[src/rtl/smg_scan_driver_if.sv]
// Bus interface for smg_scan_driver.
//   number_sig : six BCD digits to display, nibble k = digit k
//   dp_mask    : bit k lights the decimal point of digit k
//   lz_en      : leading-zero suppression enable (sampled live)
//   seg_sel    : active-low digit enables, bit k = digit k
//   seg_data   : active-low segments, [7]=dp, [6:0]=g..a
//   frame_done : one-cycle pulse on the last cycle of each frame
// master = data source / display side, slave = the scan driver.
interface smg_scan_driver_if;
  logic [23:0] number_sig;
  logic [5:0]  dp_mask;
  logic        lz_en;
  logic [5:0]  seg_sel;
  logic [7:0]  seg_data;
  logic        frame_done;

  modport master (
    output number_sig, dp_mask, lz_en,
    input  seg_sel, seg_data, frame_done
  );

  modport slave (
    input  number_sig, dp_mask, lz_en,
    output seg_sel, seg_data, frame_done
  );
endinterface

[src/rtl/smg_scan_driver.sv]
// Six-digit multiplexed seven-segment scan driver.
// Snapshots the BCD word and dp mask once per frame, then scans digits 0..5, each for SCAN_DIV
// cycles, with BLANK_CYCLES all-off cycles opening every slot to suppress ghosting.
// Ports:
//   clk   : system clock
//   rst_n : asynchronous active-low reset
//   bus   : smg_scan_driver_if.slave (inputs number_sig/dp_mask/lz_en, registered outputs
//           seg_sel/seg_data/frame_done)
module smg_scan_driver #(
  parameter int unsigned SCAN_DIV     = 50000,
  parameter int unsigned BLANK_CYCLES = 500
) (
  input logic               clk,
  input logic               rst_n,
  smg_scan_driver_if.slave  bus
);

  localparam int unsigned CntW = (SCAN_DIV > 2) ? $clog2(SCAN_DIV) : 1;
  localparam logic [CntW-1:0] LastPos  = CntW'(SCAN_DIV - 1);
  localparam logic [CntW-1:0] BlankEnd = CntW'(BLANK_CYCLES);

  // r_pos / r_digit name the slot position whose outputs the next edge registers.
  logic [CntW-1:0] r_pos;
  logic [2:0]      r_digit;
  logic [23:0]     r_num_snap;
  logic [5:0]      r_dp_snap;
  logic [5:0]      r_seg_sel;
  logic [7:0]      r_seg_data;
  logic            r_frame_done;

  logic [3:0] w_digit_val;
  logic       w_dp_bit;
  logic [5:0] w_upper_zero;
  logic       w_suppress;
  logic       w_blank;

  function automatic logic [6:0] glyph(input logic [3:0] val);
    logic [6:0] g;
    case (val)
      4'd0:    g = 7'h40;
      4'd1:    g = 7'h79;
      4'd2:    g = 7'h24;
      4'd3:    g = 7'h30;
      4'd4:    g = 7'h19;
      4'd5:    g = 7'h12;
      4'd6:    g = 7'h02;
      4'd7:    g = 7'h78;
      4'd8:    g = 7'h00;
      4'd9:    g = 7'h10;
      default: g = 7'h3F;  // dash for non-BCD nibbles
    endcase
    return g;
  endfunction

  always_comb begin
    w_digit_val = 4'd0;
    w_dp_bit    = 1'b0;
    case (r_digit)
      3'd0:    begin w_digit_val = r_num_snap[3:0];   w_dp_bit = r_dp_snap[0]; end
      3'd1:    begin w_digit_val = r_num_snap[7:4];   w_dp_bit = r_dp_snap[1]; end
      3'd2:    begin w_digit_val = r_num_snap[11:8];  w_dp_bit = r_dp_snap[2]; end
      3'd3:    begin w_digit_val = r_num_snap[15:12]; w_dp_bit = r_dp_snap[3]; end
      3'd4:    begin w_digit_val = r_num_snap[19:16]; w_dp_bit = r_dp_snap[4]; end
      3'd5:    begin w_digit_val = r_num_snap[23:20]; w_dp_bit = r_dp_snap[5]; end
      default: begin w_digit_val = 4'd0;              w_dp_bit = 1'b0;         end
    endcase
  end

  // w_upper_zero[k]: snapshot digits k..5 are all zero.
  always_comb begin
    w_upper_zero = '1;
    for (int k = 0; k < 6; k++) begin
      for (int j = k; j < 6; j++) begin
        if (r_num_snap[j*4 +: 4] != 4'd0) w_upper_zero[k] = 1'b0;
      end
    end
  end

  always_comb begin
    w_suppress = 1'b0;
    if (bus.lz_en && (r_digit != 3'd0) && (r_digit < 3'd6)) begin
      w_suppress = w_upper_zero[r_digit];
    end
    w_blank = (r_pos < BlankEnd) || w_suppress;
  end

  always_ff @(posedge clk or negedge rst_n) begin
    if (!rst_n) begin
      r_pos        <= '0;
      r_digit      <= '0;
      r_num_snap   <= '0;
      r_dp_snap    <= '0;
      r_seg_sel    <= 6'h3F;
      r_seg_data   <= 8'hFF;
      r_frame_done <= 1'b0;
    end else begin
      // The edge opening digit 0's slot takes the snapshot; that cycle is always blank, so the
      // stale snapshot is never displayed.
      if ((r_pos == '0) && (r_digit == 3'd0)) begin
        r_num_snap <= bus.number_sig;
        r_dp_snap  <= bus.dp_mask;
      end

      if (w_blank) begin
        r_seg_sel  <= 6'h3F;
        r_seg_data <= 8'hFF;
      end else begin
        r_seg_sel  <= ~(6'd1 << r_digit);
        r_seg_data <= {~w_dp_bit, glyph(w_digit_val)};
      end

      r_frame_done <= (r_digit == 3'd5) && (r_pos == LastPos);

      if (r_pos == LastPos) begin
        r_pos   <= '0;
        r_digit <= (r_digit == 3'd5) ? 3'd0 : r_digit + 3'd1;
      end else begin
        r_pos <= r_pos + 1'b1;
      end
    end
  end

  assign bus.seg_sel    = r_seg_sel;
  assign bus.seg_data   = r_seg_data;
  assign bus.frame_done = r_frame_done;

endmodule

[src/flat_wrapper.sv]
// flat-port wrapper written by rule: the top's interface ports become plain ports
module smg_scan_driver_flat 
#(
  parameter int unsigned SCAN_DIV     = 50000,
  parameter int unsigned BLANK_CYCLES = 500
)
  (clk, rst_n, bus_number_sig, bus_dp_mask, bus_lz_en, bus_seg_sel, bus_seg_data, bus_frame_done);
  smg_scan_driver_if bus_i ();
  input logic clk;
  input logic rst_n;
  input wire logic [$bits(bus_i.number_sig)-1:0] bus_number_sig;
  input wire logic [$bits(bus_i.dp_mask)-1:0] bus_dp_mask;
  input wire logic [$bits(bus_i.lz_en)-1:0] bus_lz_en;
  output wire logic [$bits(bus_i.seg_sel)-1:0] bus_seg_sel;
  output wire logic [$bits(bus_i.seg_data)-1:0] bus_seg_data;
  output wire logic [$bits(bus_i.frame_done)-1:0] bus_frame_done;
  assign bus_i.number_sig = bus_number_sig;
  assign bus_i.dp_mask = bus_dp_mask;
  assign bus_i.lz_en = bus_lz_en;
  assign bus_seg_sel = bus_i.seg_sel;
  assign bus_seg_data = bus_i.seg_data;
  assign bus_frame_done = bus_i.frame_done;
  smg_scan_driver #(.SCAN_DIV(SCAN_DIV), .BLANK_CYCLES(BLANK_CYCLES)) u_core (.clk(clk), .rst_n(rst_n), .bus(bus_i));
endmodule
[config.mk]
export PLATFORM = sky130hd
export DESIGN_NAME = smg_scan_driver_flat
export DESIGN_NICKNAME = d
export VERILOG_FILES = /design/src/rtl/smg_scan_driver_if.sv /design/src/rtl/smg_scan_driver.sv /design/src/flat_wrapper.sv
export SDC_FILE = /design/constraint.sdc
export NUM_CORES = 1
export LEC_CHECK = 0
export BUFFER_PORTS_ARGS = -buffer_cell sky130_fd_sc_hd__buf_2
export CAP_MARGIN = 20
export CORE_ASPECT_RATIO = 2
export CORE_MARGIN = 5
export CORE_UTILIZATION = 61
export DETAILED_ROUTE_END_ITERATION = 7
export PLACE_DENSITY = 0.85
export REMOVE_ABC_BUFFERS = 1
export SYNTH_ARGS = -nofsm -noshare
export SYNTH_HDL_FRONTEND = slang
export SYNTH_SLANG_ARGS = --single-unit
[constraint.sdc]
create_clock -name clk -period 6.6 [get_ports clk]
set_clock_uncertainty 0.15 [all_clocks]
set_input_delay 1.32 -clock clk [delete_from_list [all_inputs] [get_ports clk]]
set_output_delay 1.32 -clock clk [all_outputs]
set_load 0.05 [all_outputs]
==> metrics.md, run 1 <==
| Metric | Value |
|---|---|
| Critical Path End Type | flip-flop |
| Most common cell after layout, fill and taps aside | dfrtp_1 |
| Via-to-Cell Ratio | 6.147 |
| Non-Filler Instances | 394 |
| Power share of the sequential group | 49.5% |
| CP required | 6.66 ns |
| Postcts setup bufs | 0 |
| H-tree levels | 3 |
| CTS tree | done |
| FMAX | 0.2870 GHz |
| Sum Neg Setup Slack | 0 ns |
| Count of cell types in the netlist | 48 |
| Met3 routed WL | 378 µm |
| Post-DP HPWL | 5.158 mm |
| Multiplexer share of the synthesized area | 13.29% |
| Post-CTS resize count | 0 |
| Final worst path period need | 3.485 ns |
| Inst Count DP | 378 |
| Simple-gate portion of the synthesized area | 16.61% |
| Main synth FF type | dfrtp_1 |
| Initial antenna violation count | 0 |
| Hold WC Path Type | reg -> reg |
| GPL Wtd Cong | 0.9259 |
| Switching Fraction | 20.70% |
| Clock network fraction of total power | 45.2% |
| Fin crit share | 52.80% |
| Sw Pwr | 0.1716 mW |
| Synth Area in XOR/XNOR | 3.830% |
| CTS max path bufs | 2 |
| Wire per inst | 17.80 µm |
| Most frequent cells in the layout | 50 x dfrtp_1, 47 x buf_2, 33 x mux2_2, 23 x nor2_1, 16 x nand3_1 |
| Die span in y | 112.5 µm |
| CTS clk-pin slew, worst paths | 0.06 ns |
| Async SR Flop Fraction | 100.0% |
| Port Buffers | 47 |
| PwrDens | 225.6 nW/µm² |
| Post-CTS Hold Buffers | 0 |
| Initial DRC count | 112 |
| Worst Max-Slew Pin Slew | 1.024 ns |
| Antenna viol nets, final | 0 |
| Slew Limit Fails | 0 |
| Total of max-cap violations | 0 |
| Initial Utilization | 62.31% |
| Yosys top cell by area | dfrtp_1 |
| DR WL met2 | 3.812 mm |
| Share of layout cells above drive strength 1 | 34.52% |
| Clk Latency, worst-skew pair | 0.36 ns |
| M1 WL | 2.438 mm |
| Largest net degree at the start of global routing | 65 |
| Number of synthesized register bits | 64 |
| Worst Path Max Fanout | 28 |
| Aggregate global-route resource usage | 23.22% |
| Synth top area share | 39.08% |
| Final hold viol count | 0 |
| Setup-failing EPs final | 0 |
| Final instance area | 3675 µm² |
| RSZ-0062 raised after global routing | false |
| # rows | 37 |
| DR pass1 iterations | 4 |
| DIE WIDTH | 61.23 µm |
| Adder-Cell Fraction of Synth Area | 3.126% |
| Status | finished, final reports clean |
| DIE AREA | 6886 µm² |
| Maximum vdd ir drop | 0.2942 mV |
| GR Overflow Total | 0 |
| Post-route DRC | 0 |
| Vias in the first global route | 2532 |
| Root Buffer | clkbuf_8 |
| Cell area after synthesis | 3202 µm² |
| Max_slew headroom | 31.20% |
| Avg Cell Area, Syn | 11.27 µm² |
| Post-synthesis sequential area ratio | 50.57% |
| Leak | 1.552 nW |
| Number of synthesized flops with an enable pin | 0 |
| Post-DP Area | 3451 µm² |
| Largest family of logic cells by synthesized area | simple AND/OR/NAND/NOR gates |
| Internal | 0.6573 mW |
| Via count | 2422 |
| Num ports | 48 |
| Global-route wire length before repair | 11.75 mm |
| CP Launch Type | flip-flop |
| Area delta synth->final | 14.77% |
| Kind of critical path | reg -> reg |
| Core region area | 5139 µm² |
| Clock Sinks | 64 |
| Ant diodes | 0 |
| Gate power share | 5.4% |
| Ys Warns | 0 |
| Mapped Cells | 284 |
| Drt total wl | 7.014 mm |
| Uppermost layer routed | met4 |
| Final nets | 372 |
| Synth top area cells | dfrtp_1 39%, mux2_2 12%, dfstp_2 11% |
| Synth Area in Compound Gates | 9.222% |
| CTS Buf Count | 9 |
| Worst Path Arrival | 3.55 ns |
through the flow:
stage | hold slack, ns | utilization [%] | worst slack, ns | total power [mW]
after floorplan | 0.3074 | - | 3.619 | 0.4363
after global placement | 0.3242 | 67.15 | 3.310 | 0.4596
after detailed placement | 0.3451 | 67.15 | 3.146 | 0.4616
after CTS | 0.3579 | 71.51 | 3.134 | 0.8370
after global routing | 0.3653 | 71.51 | 2.821 | 0.8623
final | 0.3550 | 71.51 | 3.115 | 0.8288
path summary, 6_finish.rpt:
path,start,endpoint,slack [ns],depth (start not counted)
max in group asynchronous,rst_n,u_core.r_pos[14],4.83,2
worst max register to register,u_core.r_digit[2],u_core.bus.seg_data[3],3.12,10
min in group asynchronous,rst_n,u_core.r_pos[4],0.97,2
worst min-delay path,u_core.r_pos[7],u_core.r_pos[7],0.35,1
worst max-delay path,u_core.r_digit[2],u_core.bus.seg_data[3],3.12,10
worst min register to register,u_core.r_pos[7],u_core.r_pos[7],0.35,1
cell usage after synthesis (5+ instances only):
cell type / n
xnor2_1: 9
nand2_1: 13
a21oi_1: 7
inv_1: 9
o21ai_0: 12
nand4_1: 6
ha_1: 8
dfrtp_1: 50
nor2b_1: 5
xor2_1: 5
nor4_1: 7
nand3_1: 16
mux2_2: 33
nor2_1: 23
clkbuf_1: 6
dfstp_2: 14
power groups by stage:
stage	Sequential, mW	Clock (mW)	Combinational [mW]
finish	0.410	0.374	0.0444
detailed placement	0.417	0	0.0449
global placement	0.416	0	0.0433
floorplan	0.413	0	0.0230
global route	0.411	0.401	0.0506
CTS	0.410	0.382	0.0454
cell type report:
type	instances	area, µm²
clock buffers	13	158.9
multi-input cells	198	1475
clock inverters	3	65.06
fillers	379	1464
flip-flops and latches	64	1619
well taps	58	72.57
inverters	9	33.78
repair buffers	49	250.2
cell families (layout without fill, tap and decap cells):
logic type	Yosys count	after routing
simple gates	96	96
flops	64	64
compound gates	43	43
mux	37	37
buf+inv	22	74
xor+xnor	14	14
fa+ha+maj	8	8
sequential cells by signal, indices dropped and copies added, names as in the netlist:
signal and cells:
u_core.bus.frame_done 1, u_core.r_digit 3, u_core.r_num_snap 24, u_core.r_pos 16, u_core.r_dp_snap 6, u_core.bus.seg_sel 6
u_core.bus.seg_data 8
worst max-delay path: stages (launching register included):
cell	delay, ns
dfrtp_1	0.85
inv_1	0.26
ha_1	0.36
a221o_1	0.43
nand2_1	0.18
inv_1	0.09
ha_1	0.32
nor4_1	0.27
o21ai_0	0.16
nor2b_1	0.14
o311ai_0	0.14
per-layer routing:
metal | up-vias | GRT usage (%)
met4 | 0 | 14.62
met5 | - | 0
met2 | 89 | 37.91
met3 | 34 | 7.135
met1 | 1173 | 24.68
li1 | 1126 | -
No activity file was read; power rests on OpenSTA's default activity.
==> run 2: changes to the inputs <==
CORE_UTILIZATION = 51   (was 61)
PLACE_DENSITY = 0.75   (was 0.85)
clock period = 3.1 ns   (was 6.6 ns; I/O delays follow)
==> run 2 against run 1 <==
  * First-iteration DRC count rose by 8.0%
  * Non-clock buffer count up 12
  * Clock power grew to 2.7 times the previous value
  * Sequential share of layout area fell by 2.4 points
  * Register-to-register slack worse by 2.8 ns
  * Sequential cell count unchanged
  * Total power grew 140%
  * Die area is 17% higher
  * Combinational power is 120% higher
  * Critical endpoint unchanged
==> metrics.md, run 2 (synthesis results as in run 1) <==
| Metric | Value |
|---|---|
| Vias in the first global route | 2430 |
| Final nets | 384 |
| Kind of critical path | reg -> reg |
| DIE WIDTH | 66.03 µm |
| Post-CTS resize count | 0 |
| Dpl ws | 0.3029 ns |
| Final instance area | 3882 µm² |
| Status | finished, final reports clean |
| Max FFs per register | 24 |
| Clk Latency, worst-skew pair | 0.33 ns |
| Post-DP HPWL | 5.173 mm |
| Initial antenna violation count | 0 |
| Setup-failing EPs final | 0 |
| Slew Limit Fails | 0 |
| DIE AREA | 8059 µm² |
| DR pass1 iterations | 4 |
| GR Overflow Total | 0 |
| Share of layout cells above drive strength 1 | 37.18% |
| Global-route wire length before repair | 11.61 mm |
| Via count | 2387 |
| Most flop-heavy register | u_core.r_num_snap |
| FMAX | 0.3550 GHz |
| Total of max-cap violations | 0 |
| Bufs and invs on worst path | 1 |
| Final worst path period need | 2.817 ns |
| Total design power | 1.977 mW |
| GPL Wtd Cong | 0.8675 |
| Wire per inst | 15.67 µm |
| Max incr delay on CP | 0.51 ns |
| Drt total wl | 6.787 mm |
| Core region area | 6207 µm² |
| Leak | 1.655 nW |
| Final hold viol count | 0 |
| Die span in y | 122.1 µm |
| Area delta synth->final | 21.26% |
| Worst Path Arrival | 2.86 ns |
| Post-DP Area | 3576 µm² |
| Port Buffers | 47 |
| Worst path cell trace | mux4_2 -> a221o_1 -> nand2_1 -> inv_1 -> ha_1 -> nor4_1 -> o21ai_0 -> nor2b_1 -> o311ai_0 |
| Max_slew headroom | 43.39% |
| Hold WC Path Type | in -> async |
| Via-to-Cell Ratio | 5.513 |
| CP required | 3.14 ns |
| Slowest stage cell on the critical path | mux4_2 |
| Num ports | 48 |
| Hold Worst Slack | 0.1373 ns |
| Fillers | 510 |
| RSZ-0062 raised after global routing | false |
| Delay-heaviest family, CP | compound AO/OA/AOI/OAI gates |
| Clock Sinks | 64 |
| CP Launch Type | flip-flop |
| Post-route DRC | 0 |
| Largest net degree at the start of global routing | 27 |
| CTS Buf Count | 9 |
| # rows | 41 |
| Initial DRC count | 121 |
| Worst Slack Setup Final | 0.2833 ns |
| CTS tree | done |
| Antenna viol nets, final | 0 |
| Postcts setup bufs | 0 |
| Sum Neg Setup Slack | 0 ns |
| Maximum vdd ir drop | 0.3974 mV |
| Worst Path Max Fanout | 5 |
| Root Buffer | clkbuf_16 |
| Most frequent cells in the layout | 50 x dfrtp_1, 47 x buf_2, 33 x mux2_2, 23 x nor2_1, 16 x nand3_1 |
| Initial Utilization | 51.58% |
| CTS max path bufs | 2 |
| Ant diodes | 0 |
| Aggregate global-route resource usage | 19.00% |
| Worst Max-Slew Pin Slew | 0.8461 ns |
| PwrDens | 509.3 nW/µm² |
| CTS clk-pin slew, worst paths | 0.05 ns |
| Post-CTS Hold Buffers | 0 |
| Fin crit share | 90.86% |
| Most common cell after layout, fill and taps aside | dfrtp_1 |
| H-tree levels | 3 |
| Critical Path End Type | flip-flop |
-- run 2: cell types whose count changed in the layout (fill, tap and decap cells not counted) --
cell,delta
buf_4,+12
clkbuf_16,+9
clkbuf_8,-8
clkbuf_1,-2
bufinv_16,-1
clkinv_2,+1
-- run 2: power by group --
part	leakage [nW]	total [mW]	switching, mW	internal, mW
logic	0.739	0.0968	0.0480	0.0488
clock network	0.154	1.01	0.328	0.679
registers	0.762	0.874	0.0157	0.858
total	1.66	1.98	0.392	1.59
-- run 2: area by class of cell --
class                   instances  area [µm²]  area share [%]
flip-flops and latches         64        1619           41.70
multi-input cells             198        1475           38.00
repair buffers                 61       340.3           8.766
clock buffers                  12       266.5           6.864
well taps                      86       107.6           2.772
clock inverters                 3       40.04           1.031
inverters                       9       33.78          0.8701
-- run 2: worst reg2reg max path: stages, from the launching register on --
cell and delay [ns]:
dfrtp_1 0.41, mux4_2 0.51, a221o_1 0.36, nand2_1 0.18, inv_1 0.09, ha_1 0.31, nor4_1 0.26, o21ai_0 0.16
nor2b_1 0.12, o311ai_0 0.13
-- run 2: per-stage QoR --
step / std cells / utilization [%]
2_1_floorplan: 271 / -
5_1_grt: 433 / 62.55
3_3_place_gp: 418 / 57.61
6_report: 433 / 62.55
4_1_cts: 433 / 62.55
3_5_place_dp: 418 / 57.61
-- run 2: path summary, 6_finish.rpt --
kind / from / end / slack [ns] / cells after the start
max in group asynchronous: rst_n / u_core.bus.seg_sel[0] / 1.92 / 2
min in group clk: u_core.r_num_snap[0] / u_core.r_num_snap[0] / 0.34 / 1
hold / removal: rst_n / u_core.r_num_snap[13] / 0.14 / 1
setup / recovery: u_core.r_digit[0] / u_core.bus.seg_data[3] / 0.28 / 9
setup reg to reg: u_core.r_digit[0] / u_core.bus.seg_data[3] / 0.28 / 9
hold reg to reg: u_core.r_num_snap[0] / u_core.r_num_snap[0] / 0.34 / 1
-- run 2: metal layers --
metal  global-route usage, %  vias to the layer above  share of wire [%]
li1                        -                     1150                  -
met5                       0                        -                  0
met2                   30.86                       71                 50
met1                   22.86                     1153                 41
met3                   6.181                       13                6.3
met4                   8.015                        0                2.2
==> run 3: changes to the inputs <==
CORE_UTILIZATION = 57   (was 51)
PLACE_DENSITY = 0.8   (was 0.75)
clock period = 3.2 ns   (was 3.1 ns; I/O delays follow)
==> run 3 against run 2 <==
  * Global-route usage rose by 1.9 points
  * Sequential share of layout area rose by 1.7 points
  * Total power fell by 14%
  * Sequential power fell by 3.2%
  * Critical path type unchanged
==> metrics.md, run 3 (synthesis results as in run 1) <==
| Metric | Value |
|---|---|
| Status | finished, final reports clean |
| Max FFs per register | 24 |
| Port Buffers | 47 |
| Final hold viol count | 0 |
| DR pass1 iterations | 4 |
| Ant diodes | 0 |
| PwrDens | 456.4 nW/µm² |
| Worst Path Max Fanout | 6 |
| Area delta synth->final | 16.45% |
| Critical Path End Type | flip-flop |
| # rows | 38 |
| Inst Count DP | 386 |
| Kind of critical path | reg -> reg |
| Worst path most repeated cell | ha_1 |
| Hold WC Path Type | in -> async |
| FF-to-FF Start | u_core.r_digit[0] |
| Global-route wire length before repair | 11.76 mm |
| Bufs and invs on worst path | 1 |
| Post-route DRC | 0 |
| CTS max path bufs | 2 |
| Worst Slack Setup Final | 0.3938 ns |
| Antenna viol nets, final | 0 |
| Initial Utilization | 58.56% |
| Maximum vdd ir drop | 0.4474 mV |
| RSZ-0062 raised after global routing | false |
| GPL Wtd Cong | 0.9870 |
| Initial DRC count | 125 |
| Delay-heaviest family, CP | simple AND/OR/NAND/NOR gates |
| FMAX | 0.3564 GHz |
| Fin crit share | 87.69% |
| Via count | 2445 |
| Sum Neg Setup Slack | 0 ns |
| CTS clk-pin slew, worst paths | 0.06 ns |
| Flop-to-flop setup slack | 0.39 ns |
| GR Overflow Total | 0 |
| Core region area | 5468 µm² |
| Fillers | 401 |
| Most common cell after layout, fill and taps aside | dfrtp_1 |
| Non-Filler Instances | 402 |
| Clock Sinks | 64 |
| CP Launch Type | flip-flop |
| Slew Limit Fails | 0 |
| Final instance area | 3729 µm² |
| H-tree levels | 3 |
| Worst Max-Slew Pin Slew | 0.8385 ns |
| Vias in the first global route | 2529 |
| Setup-failing EPs final | 0 |
| Final worst path period need | 2.806 ns |
| CTS Buf Count | 9 |
| Drt total wl | 7.057 mm |
| Wire per inst | 17.55 µm |
| Post-CTS Hold Buffers | 0 |
| DIE WIDTH | 63.00 µm |
| Num ports | 48 |
| Clk Latency, worst-skew pair | 0.34 ns |
| Worst Path Arrival | 2.86 ns |
| Share of layout cells above drive strength 1 | 35.96% |
| Slowest stage cell on the critical path | a221o_1 |
| Dpl ws | 0.3427 ns |
| CTS tree | done |
| Aggregate global-route resource usage | 20.90% |
| Leak | 1.586 nW |
| Worst path cell trace | and2_1 -> ha_1 -> a221o_1 -> nand2_1 -> inv_1 -> ha_1 -> nor4_1 -> o21ai_0 -> nor2b_1 -> o311ai_0 |
| Final nets | 378 |
| DIE AREA | 7307 µm² |
| Largest net degree at the start of global routing | 65 |
| Reg2Reg Capture Point | u_core.bus.seg_data[3] |
| CP required | 3.26 ns |
| Finished Core Util | 68.19% |
| Initial antenna violation count | 0 |
| Post-DP Area | 3498 µm² |
| Die span in y | 116.0 µm |
| Max_slew headroom | 43.59% |
| Root Buffer | clkbuf_8 |
| Total of max-cap violations | 0 |
| Max incr delay on CP | 0.43 ns |
| Worst r2r path cells | 10 |
| Post-DP HPWL | 5.273 mm |
| Most flop-heavy register | u_core.r_num_snap |
| Via-to-Cell Ratio | 6.082 |
| Most frequent cells in the layout | 50 x dfrtp_1, 47 x buf_2, 33 x mux2_2, 23 x nor2_1, 16 x nand3_1 |
[run 3: where the power goes]
group	leakage (nW)	total [mW]	switching, mW	internal [mW]
clock network	0.114	0.764	0.284	0.480
registers	0.762	0.846	0.0161	0.830
logic	0.710	0.0918	0.0458	0.0460
total	1.59	1.70	0.346	1.36
[run 3: worst max-delay path by stage]
stage	slack (ns)	from	cells past startpoint	to
3_3_place_gp	0.47	u_core.r_digit[0]	11	u_core.bus.seg_data[3]
5_1_grt	0.08	u_core.r_digit[0]	11	u_core.bus.seg_data[3]
2_1_floorplan	0.22	u_core.r_digit[0]	9	u_core.bus.seg_data[3]
4_1_cts	0.33	u_core.r_digit[0]	11	u_core.bus.seg_data[3]
3_5_place_dp	0.34	u_core.r_digit[0]	11	u_core.bus.seg_data[3]
6_report	0.39	u_core.r_digit[0]	10	u_core.bus.seg_data[3]
[run 3: cell type report]
type,count,area [µm²],area share (%)
Sequential cell,64,1619,43.42
Multi-Input combinational cell,198,1481,39.73
Timing Repair Buffer,55,295.3,7.919
Clock buffer,13,158.9,4.262
Tap cell,60,75.07,2.013
Clock inverter,3,65.06,1.745
Inverter,9,33.78,0.9060
[run 3: worst reg2reg max path: stages, from the launching register on]
cell and delay [ns]:
dfrtp_1 0.41, and2_1 0.19, ha_1 0.25, a221o_1 0.43, nand2_1 0.19, inv_1 0.09, ha_1 0.31, nor4_1 0.25
o21ai_0 0.15, nor2b_1 0.12, o311ai_0 0.14
[run 3: metal layers]
metal / part of all wire (%) / track usage (%) / wire length (µm)
met5: 0 / 0 / 0
met4: 4.6 / 16.15 / 325
met3: 4.9 / 4.947 / 347
met2: 56 / 36.67 / 3918
met1: 35 / 20.77 / 2466
[run 3: repair_timing]
action                     CTS  global route
hold endpoints to repair     0             0
resized for setup            0             1
setup endpoints to repair    0             1
setup buffers                0             0
[run 3: per-stage QoR]
stage          power, mW  hold WS (ns)
6_report           1.702        0.3191
5_1_grt            1.778        0.3448
4_1_cts            1.719        0.3365
3_5_place_dp      0.9518        0.3359
3_3_place_gp      0.9477        0.3261
2_1_floorplan     0.8998        0.1944
